`src/rtl/ftoi_pipe.sv`:
```
// ftoi_pipe: two-stage FP32 -> signed int32 converter with valid/ready.
// Ports: clk, rst (sync, active-high); x, mode, in_valid -> in_ready;
//        y, flags {invalid, inexact}, out_valid <- out_ready.
module ftoi_pipe #(
  parameter int FTZ = 1
) (
  input  logic        clk,
  input  logic        rst,
  input  logic [31:0] x,
  input  logic [1:0]  mode,
  input  logic        in_valid,
  output logic        in_ready,
  output logic [31:0] y,
  output logic [1:0]  flags,
  output logic        out_valid,
  input  logic        out_ready
);

  if (FTZ != 1) begin : g_ftz_chk
    $error("ftoi_pipe: FTZ=0 is not supported");
  end

  typedef enum logic [1:0] {
    C_NUM,
    C_ZERO,
    C_NAN,
    C_OVF
  } cls_t;

  // handshake
  logic w_adv1;
  logic w_adv2;
  logic r_v1;
  logic r_v2;

  assign w_adv2    = ~r_v2 | out_ready;
  assign w_adv1    = ~r_v1 | w_adv2;
  assign in_ready  = w_adv1;
  assign out_valid = r_v2;

  // stage 1: decode / align
  logic        w_s;
  logic [7:0]  w_e;
  logic [22:0] w_f;
  logic [23:0] w_sig;
  logic [7:0]  w_rsh;
  logic [3:0]  w_lsh;
  logic [47:0] w_ext;
  logic [31:0] w_big;
  logic        w_minint;
  logic        w_is_nan;
  logic        w_is_ovf;
  logic        w_is_zero;
  logic        w_is_frac;
  logic        w_is_mid;
  logic        w_is_big;

  cls_t        w_cls;
  logic [31:0] w_imag;
  logic        w_g;
  logic        w_st;

  assign w_s   = x[31];
  assign w_e   = x[30:23];
  assign w_f   = x[22:0];
  assign w_sig = {1'b1, w_f};

  // 127..149: right shift by 1..23, keeping shifted-out bits
  assign w_rsh = 8'd150 - w_e;
  assign w_ext = {w_sig, 24'b0} >> w_rsh;

  // 150..158: left shift by 0..8
  assign w_lsh = 4'(w_e - 8'd150);
  assign w_big = {8'b0, w_sig} << w_lsh;

  // -2^31 is the one e=158 value that fits
  assign w_minint  = w_s & (w_e == 8'd158) & (w_f == 23'd0);
  assign w_is_nan  = (w_e == 8'd255) & (w_f != 23'd0);
  assign w_is_ovf  = (w_e >= 8'd158) & ~w_is_nan & ~w_minint;
  assign w_is_zero = (w_e == 8'd0);
  assign w_is_frac = (w_e != 8'd0) & (w_e < 8'd127);
  assign w_is_mid  = (w_e >= 8'd127) & (w_e < 8'd150);
  assign w_is_big  = ((w_e >= 8'd150) & (w_e < 8'd158)) | w_minint;

  always_comb begin
    w_cls  = C_NUM;
    w_imag = 32'd0;
    w_g    = 1'b0;
    w_st   = 1'b0;
    unique case (1'b1)
      w_is_nan:  w_cls = C_NAN;
      w_is_ovf:  w_cls = C_OVF;
      w_is_zero: w_cls = C_ZERO;
      w_is_frac: begin
        w_g  = (w_e == 8'd126);
        w_st = (w_e < 8'd126) | (w_f != 23'd0);
      end
      w_is_mid: begin
        w_imag = {8'b0, w_ext[47:24]};
        w_g    = w_ext[23];
        w_st   = |w_ext[22:0];
      end
      w_is_big:  w_imag = w_big;
      default:   w_cls = C_NUM;
    endcase
  end

  logic        r_s;
  cls_t        r_cls;
  logic [31:0] r_imag;
  logic        r_g;
  logic        r_st;
  logic [1:0]  r_mode;

  // stage 2: round / negate / saturate
  logic        w_inx;
  logic        w_inc;
  logic [32:0] w_mag;
  logic        w_ovf2;
  logic [31:0] w_neg;
  logic [31:0] w_y;
  logic [1:0]  w_fl;

  assign w_inx = r_g | r_st;

  always_comb begin
    w_inc = 1'b0;
    unique case (r_mode)
      2'd1:    w_inc = r_g & (r_st | r_imag[0]);
      2'd2:    w_inc = r_s & w_inx;
      default: w_inc = 1'b0;
    endcase
  end

  assign w_mag  = {1'b0, r_imag} + {32'b0, w_inc};
  assign w_ovf2 = r_s ? (w_mag > 33'h0_8000_0000)
                      : (w_mag > 33'h0_7FFF_FFFF);
  assign w_neg  = -w_mag[31:0];

  always_comb begin
    w_y  = 32'd0;
    w_fl = 2'b00;
    unique case (1'b1)
      (r_cls == C_NAN): begin
        w_y  = 32'h7FFF_FFFF;
        w_fl = 2'b10;
      end
      (r_cls == C_OVF) | ((r_cls == C_NUM) & w_ovf2): begin
        w_y  = r_s ? 32'h8000_0000 : 32'h7FFF_FFFF;
        w_fl = 2'b10;
      end
      (r_cls == C_ZERO): begin
        w_y  = 32'd0;
        w_fl = 2'b00;
      end
      default: begin
        w_y  = r_s ? w_neg : w_mag[31:0];
        w_fl = {1'b0, w_inx};
      end
    endcase
  end

  logic [31:0] r_y;
  logic [1:0]  r_flags;

  assign y     = r_y;
  assign flags = r_flags;

  always_ff @(posedge clk) begin
    if (rst) begin
      r_v1    <= 1'b0;
      r_v2    <= 1'b0;
      r_s     <= 1'b0;
      r_cls   <= C_NUM;
      r_imag  <= 32'd0;
      r_g     <= 1'b0;
      r_st    <= 1'b0;
      r_mode  <= 2'd0;
      r_y     <= 32'd0;
      r_flags <= 2'b00;
    end else begin
      if (w_adv1) r_v1 <= in_valid;
      if (in_valid & w_adv1) begin
        r_s    <= w_s;
        r_cls  <= w_cls;
        r_imag <= w_imag;
        r_g    <= w_g;
        r_st   <= w_st;
        r_mode <= (mode == 2'd3) ? 2'd0 : mode;
      end
      if (w_adv2) r_v2 <= r_v1;
      if (r_v1 & w_adv2) begin
        r_y     <= w_y;
        r_flags <= w_fl;
      end
    end
  end

endmodule

```
`config.mk`:
```
export PLATFORM = sky130hd
export DESIGN_NAME = ftoi_pipe
export DESIGN_NICKNAME = d
export VERILOG_FILES = /design/src/rtl/ftoi_pipe.sv
export SDC_FILE = /design/constraint.sdc
export NUM_CORES = 1
export LEC_CHECK = 0
export CAP_MARGIN = 20
export CORE_MARGIN = 2
export CORE_UTILIZATION = 70
export CTS_BUF_LIST = sky130_fd_sc_hd__clkbuf_4
export CTS_CLUSTER_SIZE = 14
export DETAILED_ROUTE_END_ITERATION = 7
export DONT_BUFFER_PORTS = 1
export GPL_ROUTABILITY_DRIVEN = 0
export GPL_TIMING_DRIVEN = 1
export PLACE_DENSITY = 0.86
export SLEW_MARGIN = 15
export SYNTH_ARGS = -nofsm -noshare
export SYNTH_HDL_FRONTEND = slang
export SYNTH_SLANG_ARGS = --single-unit
```
`constraint.sdc`:
```
create_clock -name clk -period 11 [get_ports clk]
set_clock_uncertainty 0.15 [all_clocks]
set_input_delay 2.75 -clock clk [delete_from_list [all_inputs] [get_ports clk]]
set_output_delay 2.75 -clock clk [all_outputs]
set_load 0.01 [all_outputs]
```
==> results_dict.tcl, run 1 <==
set metrics [dict create \
    die_h_um 110 \
    dpl.hpwl_mm 16.4 \
    synth-edff-count 0 \
    clkPwrFrac_pct 25.9 \
    cp_max_fo 5 \
    p_int_mw 0.499 \
    whs_path_depth 2 \
    grt_overflow 0 \
    drtIter0Drc 1098 \
    synth_most_common_cell "nor2_1" \
    cp_cell_sequence "nor2b_1, nand2_1" \
    synthArstFlopShare_pct 0 \
    min_from "r_mode[0]" \
    setup_violations 0 \
    ir_drop_mv 0.0969 \
    io_buffers 0 \
    wl_per_cell_um 19.7 \
    crit_path_end_kind "output port" \
    relSlewSlack_pct 23.8 \
    leakage_nw 2.87 \
    final_hold_viol_count 0 \
    clock_path_buffers 2 \
    cts_sinks 75 \
    nets 1036 \
    timing.rr.end "y[30]" \
    ys_seq_area_share_pct 19.0 \
    critPathRequiredTime_ps 8100 \
    area_delta_synth_final_pct 1.85 \
    crit_family "simple AND/OR/NAND/NOR gates" \
    worst_pin_slew_ps 1140 \
    root_buffer "clkbuf_4" \
    max_stage_delay_ps 260 \
    power_density_nw_per_um2 101 \
    die_w_um 110 \
    core_sq_um 10900 \
    drv_slew 0 \
    hold-path-endpoint "r_mode[0]" \
    synth_top_area_cell "dfxtp_1" \
    cts_tree "yes" \
    drtAntennaViolNets 0 \
    start_util_pct 72.2 \
    clk_latency_ps 460 \
    synth_top_cells_by_count "nor2_1 (125), nand2_1 (111), dfxtp_1 (75)" \
    drive_gt1_share_pct 13.2 \
    ys_top_cells_by_area "dfxtp_1 (19%), mux2i_1 (6.7%), nor2_1 (5.9%)" \
    cts_setup_buffers 0 \
    ys.flop_type "dfxtp_1" \
    grt_use_total_pct 37.4 \
    firstDrtPassIters 7 \
    slowest_stage "nor2b_1" \
    p_comb_share_pct 35.6 \
    arrival_ps 3200 \
    synth_top_area_share_pct 19.0 \
    routed_wl_mm 22.3 \
    die_area_sq_um 12100 \
    cts_hold_buf 0 \
    synth_cells 1040 \
    p_seq_share_pct 38.6 \
    hold_class "reg2reg" \
    cts.clk_slew.worst_paths_ps 150 \
    r2r_setup_slack_ps 5490 \
    path_class "in2out" \
    ys_warn_count 0 \
    min_period_over_period_pct 55.5 \
    post-route-min-period_ps 6100 \
    ys_seq_elements 75 \
    htree_levels 3 \
    dp_slack_ps 4890 \
    ys_types 81 \
    rows 38 \
    r2r_start "r_mode[0]" \
    cts_buffers 9 \
    grt_pass1_vias 7166 \
    antenna_found_initial 1 \
    tns_ps 0 \
    synth.avg_cell_area_sq_um 7.60 \
    syn_nets 1092 \
    post-route-drc-count 0 \
    worstRegToRegCells 15 \
    syn_area_sq_um 7900 \
    cts_resized 0 \
    power_switching_mw 0.311 \
    fin_cells 1130 \
    cap_viol_max_count 0 \
    rsz0062_at_grt "no" \
    p_sw_share_pct 38.3 \
    status "finished, final reports clean" \
    crit_path_start_kind "input pin" \
    fmax_mhz 164 \
    worst_slack_ps 4900 \
    vias 7986 \
    grt_pass1_wl_mm 35.7 \
    io_pins 74 \
    viasPerCell 7.07 \
    dp.cells 1111 \
    grt_max_degree 68 \
    cp_num_buf_inv 0 \
    startpoint "out_ready" \
]
layout make-up:
class,count,area (sq um)
Multi-Input combinational cell,861,5990
Fill cell,863,2890
Sequential cell,75,1500
Tap cell,140,175
Timing Repair Buffer,15,120
Clock inverter,7,105
Inverter,22,82.6
Clock buffer,9,67.6
Antenna cell,1,2.50
flip-flops by register name (all words and copies together), names as in the netlist:
register and count:
flags 2, out_valid 1, r_cls 2, r_g 1
r_imag 32, r_mode 2, r_s 1, r_st 1
r_v1 1, y 32
power groups by stage:
stage	sequential [mW]	clock, mW	combinational, mW
3_3_place_gp	0.319	0	0.269
6_report	0.312	0.210	0.288
3_5_place_dp	0.319	0	0.274
5_1_grt	0.316	0.223	0.312
2_1_floorplan	0.308	0	0.238
4_1_cts	0.313	0.211	0.276
worst max-delay path by stage:
stage | to | depth (start not counted)
after floorplan | r_st | 16
after global placement | in_ready | 2
after detailed placement | in_ready | 2
after CTS | in_ready | 2
after global routing | in_ready | 2
final | in_ready | 2
per-stage QoR:
stage / hold WS (ps) / power, mW / util [%] / cell area [sq um]
after floorplan: 299 / 0.547 / - / 7900
after detailed placement: 319 / 0.593 / 71.8 / 7850
after global placement: 307 / 0.588 / 71.8 / 7850
final: 335 / 0.810 / 73.6 / 8050
after global routing: 360 / 0.851 / 73.6 / 8050
after CTS: 336 / 0.799 / 73.3 / 8020
layout by cell type, fill, tap and decap left out, drive strengths merged, types with 26 or more instances in the layout:
| master | netlist | layout |
|---|---|---|
| a211oi | 50 | 50 |
| o21ai | 51 | 51 |
| nand2 | 116 | 116 |
| nor2 | 125 | 125 |
| dfxtp | 75 | 75 |
| mux2i | 53 | 53 |
| a21oi | 52 | 52 |
| xnor2 | 40 | 40 |
| nand3 | 30 | 30 |
| inv | 22 | 26 |
| nor3 | 39 | 39 |
cells by family (layout without fill, tap and decap cells):
group / count (synthesis) / after routing / synth area share (%)
compound gates: 266 / 266 / 25.0
xor+xnor: 63 / 63 / 6.99
fa+ha+maj: 14 / 14 / 2.22
buf+inv: 104 / 53 / 5.43
flops: 75 / 75 / 19.0
mux: 90 / 90 / 14.6
other cells: 0 / 1 / 0
simple gates: 428 / 428 / 26.8
per-layer routing:
layer  up-vias  share of wire (%)  GRT usage, %
met2       471                 45          59.7
li1       3762                  -             -
met5         -                  0             0
met3       110                8.8          7.29
met1      3643                 39          45.6
met4         0                6.5          24.6
(Power assumes the default switching activity.)
==> inputs of run 2 (changes only) <==
CORE_UTILIZATION = 67   (was 70)
PLACE_DENSITY = 0.83   (was 0.86)
clock period = 6.25 ns   (was 11 ns; I/O delays follow)
==> run 2 against run 1 <==
Flip-flop and latch count is the same; die area grew 4.3%; cell count grew 0.44%; critical path depth grew 14; register-to-register slack lost 4800 ps; first-iteration DRC count grew 1.6%; sequential power grew 76%; critical endpoint is now y[13]; highest routed layer unchanged.
==> results_dict.tcl, run 2 (synthesized netlist as in run 1, its figures left out) <==
set metrics [dict create \
    drv_slew 0 \
    clkPwrFrac_pct 23.4 \
    status "finished, final reports clean" \
    cts_buffers 9 \
    rsz0062_at_grt "no" \
    mostFrequentLayoutCell "nor2_1" \
    arrival_ps 5740 \
    io_buffers 0 \
    worstRegToRegCells 16 \
    setup_violations 0 \
    grt_pass1_wl_mm 37.3 \
    cts.clk_slew.worst_paths_ps 140 \
    whs_ps 336 \
    root_buffer "clkbuf_4" \
    p_total_mw 1.38 \
    dpl.hpwl_mm 17.3 \
    hold_class "reg2reg" \
    drtAntennaViolNets 0 \
    vias 7986 \
    die_area_sq_um 12700 \
    rows 39 \
    power_density_nw_per_um2 172 \
    cts_sinks 75 \
    clk_latency_ps 470 \
    p_seq_share_pct 39.8 \
    cp_max_fo 31 \
    fin_area_sq_um 8040 \
    die_w_um 113 \
    p_comb_share_pct 36.7 \
    whs_path_depth 2 \
    crit_path_start_kind "flop" \
    grt_use_total_pct 35.9 \
    relSlewSlack_pct 37.1 \
    grt_pass1_vias 7317 \
    drtIter0Drc 1116 \
    min_period_over_period_pct 88.4 \
    post-route-min-period_ps 5520 \
    ir_drop_mv 0.182 \
    core_sq_um 11500 \
    post-route-drc-count 0 \
    cts_setup_buffers 0 \
    nets 1038 \
    tns_ps 0 \
    wl_per_cell_um 20.1 \
    drive_gt1_share_pct 13.5 \
    cts_tree "yes" \
    firstDrtPassIters 5 \
    leakage_nw 2.86 \
    grt_overflow 0 \
    die_h_um 113 \
    cts_resized 0 \
    grt_max_degree 68 \
    critPathRequiredTime_ps 6470 \
    cap_viol_max_count 0 \
    routed_wl_mm 22.8 \
    crit_path_end_kind "flop" \
    r2r_setup_slack_ps 730 \
    p_sw_share_pct 39.1 \
    placed_area_sq_um 7880 \
    worst_pin_slew_ps 937 \
    final_hold_viol_count 0 \
    io_pins 74 \
    start_util_pct 68.9 \
    area_delta_synth_final_pct 1.76 \
    fmax_mhz 181 \
    layout_common_cells "nor2_1 (125), nand2_1 (111), dfxtp_1 (75)" \
    cts_hold_buf 0 \
    htree_levels 3 \
    viasPerCell 7.04 \
    antenna_found_initial 1 \
    clock_path_buffers 2 \
    path_class "reg2reg" \
    power_switching_mw 0.540 \
    p_int_mw 0.840 \
]
[run 2: cell count changes in the layout (fill, tap and decap cells not counted)]
cell and change:
buf_4 +3, ha_2 +1, clkinv_4 +2, ha_1 -1, bufinv_16 -1, buf_8 -1, inv_6 -1
[run 2: cell type report]
class / count / area [sq um]
antenna: 1 / 2.50
clock buffer: 9 / 67.6
clock inverter: 7 / 83.8
fill: 989 / 3430
inverter: 22 / 82.6
multi-input combinational: 861 / 5990
sequential: 75 / 1500
tap: 143 / 179
timing repair buffer: 17 / 128
[run 2: final timing paths]
kind,endpoint,startpoint
min,r_mode[0],r_mode[0]
max,y[13],r_mode[1]
max reg2reg,y[13],r_mode[1]
min reg2reg,r_mode[0],r_mode[0]
[run 2: stage by stage]
| step | std cells | util [%] | worst slack, ps |
|---|---|---|---|
| after floorplan | 1040 | - | 667 |
| after global placement | 1118 | 68.7 | 847 |
| after detailed placement | 1118 | 68.7 | 745 |
| after CTS | 1134 | 70.0 | 785 |
| after global routing | 1135 | 70.1 | 377 |
| final | 1135 | 70.1 | 727 |
[run 2: power groups by stage]
stage	combinational, mW	clock [mW]	sequential, mW
after floorplan	0.419	0	0.543
after global placement	0.484	0	0.558
after detailed placement	0.492	0	0.560
after CTS	0.495	0.324	0.549
after global routing	0.548	0.347	0.554
final	0.507	0.324	0.550
[run 2: metal layers]
layer  up-vias  GRT usage, %  routed length [um]
met5         -             0                   0
met4         0          21.4                1410
met3        88          5.83                1710
met2       428          59.0               10700
met1      3692          44.1                8960
li1       3778             -                   -
[run 2: critical path, stage by stage (launching register included)]
cell and delay (ps):
dfxtp_1 400, ha_1 190, a21o_1 120, a21oi_1 60, nor3_1 370, ha_1 230, ha_1 380, nand3_1 440
or4_1 670, o21a_1 260, nor2_1 210, o2111ai_1 410, nand4bb_2 440, a211oi_4 300, buf_4 360, nand2_1 140
a211oi_2 260
==> inputs of run 3 (changes only) <==
CORE_ASPECT_RATIO = 0.75   (was unset)
RECOVER_POWER = 50   (was unset)
==> run 3 against run 2 <==
The flow now finishes with violations (DRC); global-route usage grew 2.3 points; design area is 0.16% lower; routed wire length grew 6.2%; worst hold slack worse by 5.6 ps; largest cell class unchanged; highest routed layer unchanged.
==> results_dict.tcl, run 3 (synthesized netlist as in run 1, its figures left out) <==
set metrics [dict create \
    status "complete, but fails checks" \
    violations "DRC" \
    grt_pass1_wl_mm 38.6 \
    dp_slack_ps 772 \
    drv_slew 0 \
    worst_pin_slew_ps 1440 \
    grt_use_total_pct 38.2 \
    dpl.hpwl_mm 18.1 \
    clk_latency_ps 450 \
    p_sw_share_pct 39.1 \
    grt_pass1_vias 7355 \
    root_buffer "clkbuf_4" \
    cap_viol_max_count 0 \
    timing.rr.end "y[11]" \
    cp_max_fo 28 \
    worst_slack_ps 498 \
    drtIter0Drc 1398 \
    power_density_nw_per_um2 170 \
    grt_overflow 0 \
    placed_area_sq_um 7900 \
    cts_setup_buffers 0 \
    fmax_mhz 174 \
    vias 8298 \
    cts_tree "yes" \
    tns_ps 0 \
    cts_sinks 75 \
    setup_violations 0 \
    min_from "r_mode[1]" \
    io_pins 74 \
    fin_area_sq_um 8030 \
    io_buffers 0 \
    p_int_mw 0.833 \
    start_util_pct 68.5 \
    dp.cells 1136 \
    min_period_over_period_pct 92.0 \
    post-route-drc-count 10 \
    whs_path_depth 2 \
    p_seq_share_pct 40.3 \
    drtAntennaViolNets 0 \
    grt_max_degree 68 \
    r2r_start "r_mode[0]" \
    rsz0062_at_grt "no" \
    ir_drop_mv 0.145 \
    htree_levels 3 \
    crit_path_start_kind "flop" \
    post-route-min-period_ps 5750 \
    final_hold_viol_count 0 \
    leakage_nw 2.84 \
    core_sq_um 11500 \
    relSlewSlack_pct 3.70 \
    arrival_ps 5980 \
    crit_path_end_kind "flop" \
    die_w_um 129 \
    die_area_sq_um 12700 \
    whs_ps 330 \
    wl_per_cell_um 21.0 \
    cts_resized 0 \
    die_h_um 98.0 \
    critPathRequiredTime_ps 6470 \
    p_comb_share_pct 37.7 \
    rows 34 \
    clkPwrFrac_pct 22.0 \
    area_delta_synth_final_pct 1.60 \
    mostFrequentLayoutCell "nor2_1" \
    layout_common_cells "nor2_1 (125), nand2_1 (111), dfxtp_1 (75)" \
    firstDrtPassIters 8 \
    fin_cells 1152 \
    r2r_setup_slack_ps 500 \
    hold_class "reg2reg" \
    insertedDiodeCount 0 \
    viasPerCell 7.20 \
    routed_wl_mm 24.2 \
    cts.clk_slew.worst_paths_ps 120 \
    cts_hold_buf 0 \
    nets 1037 \
    hold-path-endpoint "r_mode[1]" \
    cts_buffers 9 \
    power_switching_mw 0.534 \
    antenna_found_initial 0 \
    clock_path_buffers 2 \
    drive_gt1_share_pct 12.8 \
    worstRegToRegCells 17 \
    path_class "reg2reg" \
]
-- run 3: cell count changes in the layout (fill, tap and decap cells not counted), moves of 2 or more --
cell      before  now
clkinv_1       0    3
buf_4         17   15
clkinv_4       2    0
inv_6          2    0
-- run 3: power by group through the flow --
stage | Clock [mW] | Combinational [mW] | Sequential (mW)
floorplan | 0 | 0.419 | 0.543
global placement | 0 | 0.480 | 0.560
detailed placement | 0 | 0.490 | 0.561
CTS | 0.297 | 0.493 | 0.550
global route | 0.321 | 0.553 | 0.556
finish | 0.301 | 0.516 | 0.551
-- run 3: cell type report --
type | count | area [sq um]
Multi-Input combinational cell | 861 | 5990
Fill cell | 969 | 3500
Sequential cell | 75 | 1500
Tap cell | 162 | 203
Timing Repair Buffer | 16 | 116
Inverter | 22 | 82.6
Clock buffer | 10 | 75.1
Clock inverter | 6 | 56.3
-- run 3: worst max path at each step --
stage                         start  endpoint  slack, ps  cells past startpoint
after global routing      r_mode[0]     y[30]        260                     17
final                     r_mode[0]     y[11]        500                     17
after global placement    r_mode[0]     y[30]       1080                     15
after floorplan               x[23]      r_st        670                     16
after detailed placement  r_mode[0]     y[11]        770                     15
after CTS                 r_mode[0]     y[22]        730                     15
-- run 3: worst max-delay path, stage by stage (launching register included) --
cell       delay, ps
dfxtp_1          350
inv_1             60
ha_1             170
a21o_1           130
a21oi_1           70
nor3_1           240
ha_1             290
ha_1             410
nand3_1          490
nor3_1           420
xor2_1           230
or4_1            690
nor4_1           590
nand4bb_2        250
a211oi_4         390
buf_4            360
nand2_1          100
a211oi_2         250
-- run 3: layer usage --
layer / track usage (%) / vias to the layer above / part of all wire (%) / wire (um)
met2: 50.7 / 589 / 39 / 9550
met3: 15.9 / 78 / 15 / 3710
met5: 0 / - / 0 / 0
met4: 8.11 / 0 / 2.2 / 530
met1: 57.2 / 3872 / 43 / 10400
li1: - / 3759 / - / -
-- run 3: metrics by stage --
stage | power [mW] | utilization, %
finish | 1.37 | 69.6
global route | 1.43 | 69.6
CTS | 1.34 | 69.6
detailed placement | 1.05 | 68.5
global placement | 1.04 | 68.5
floorplan | 0.962 | -
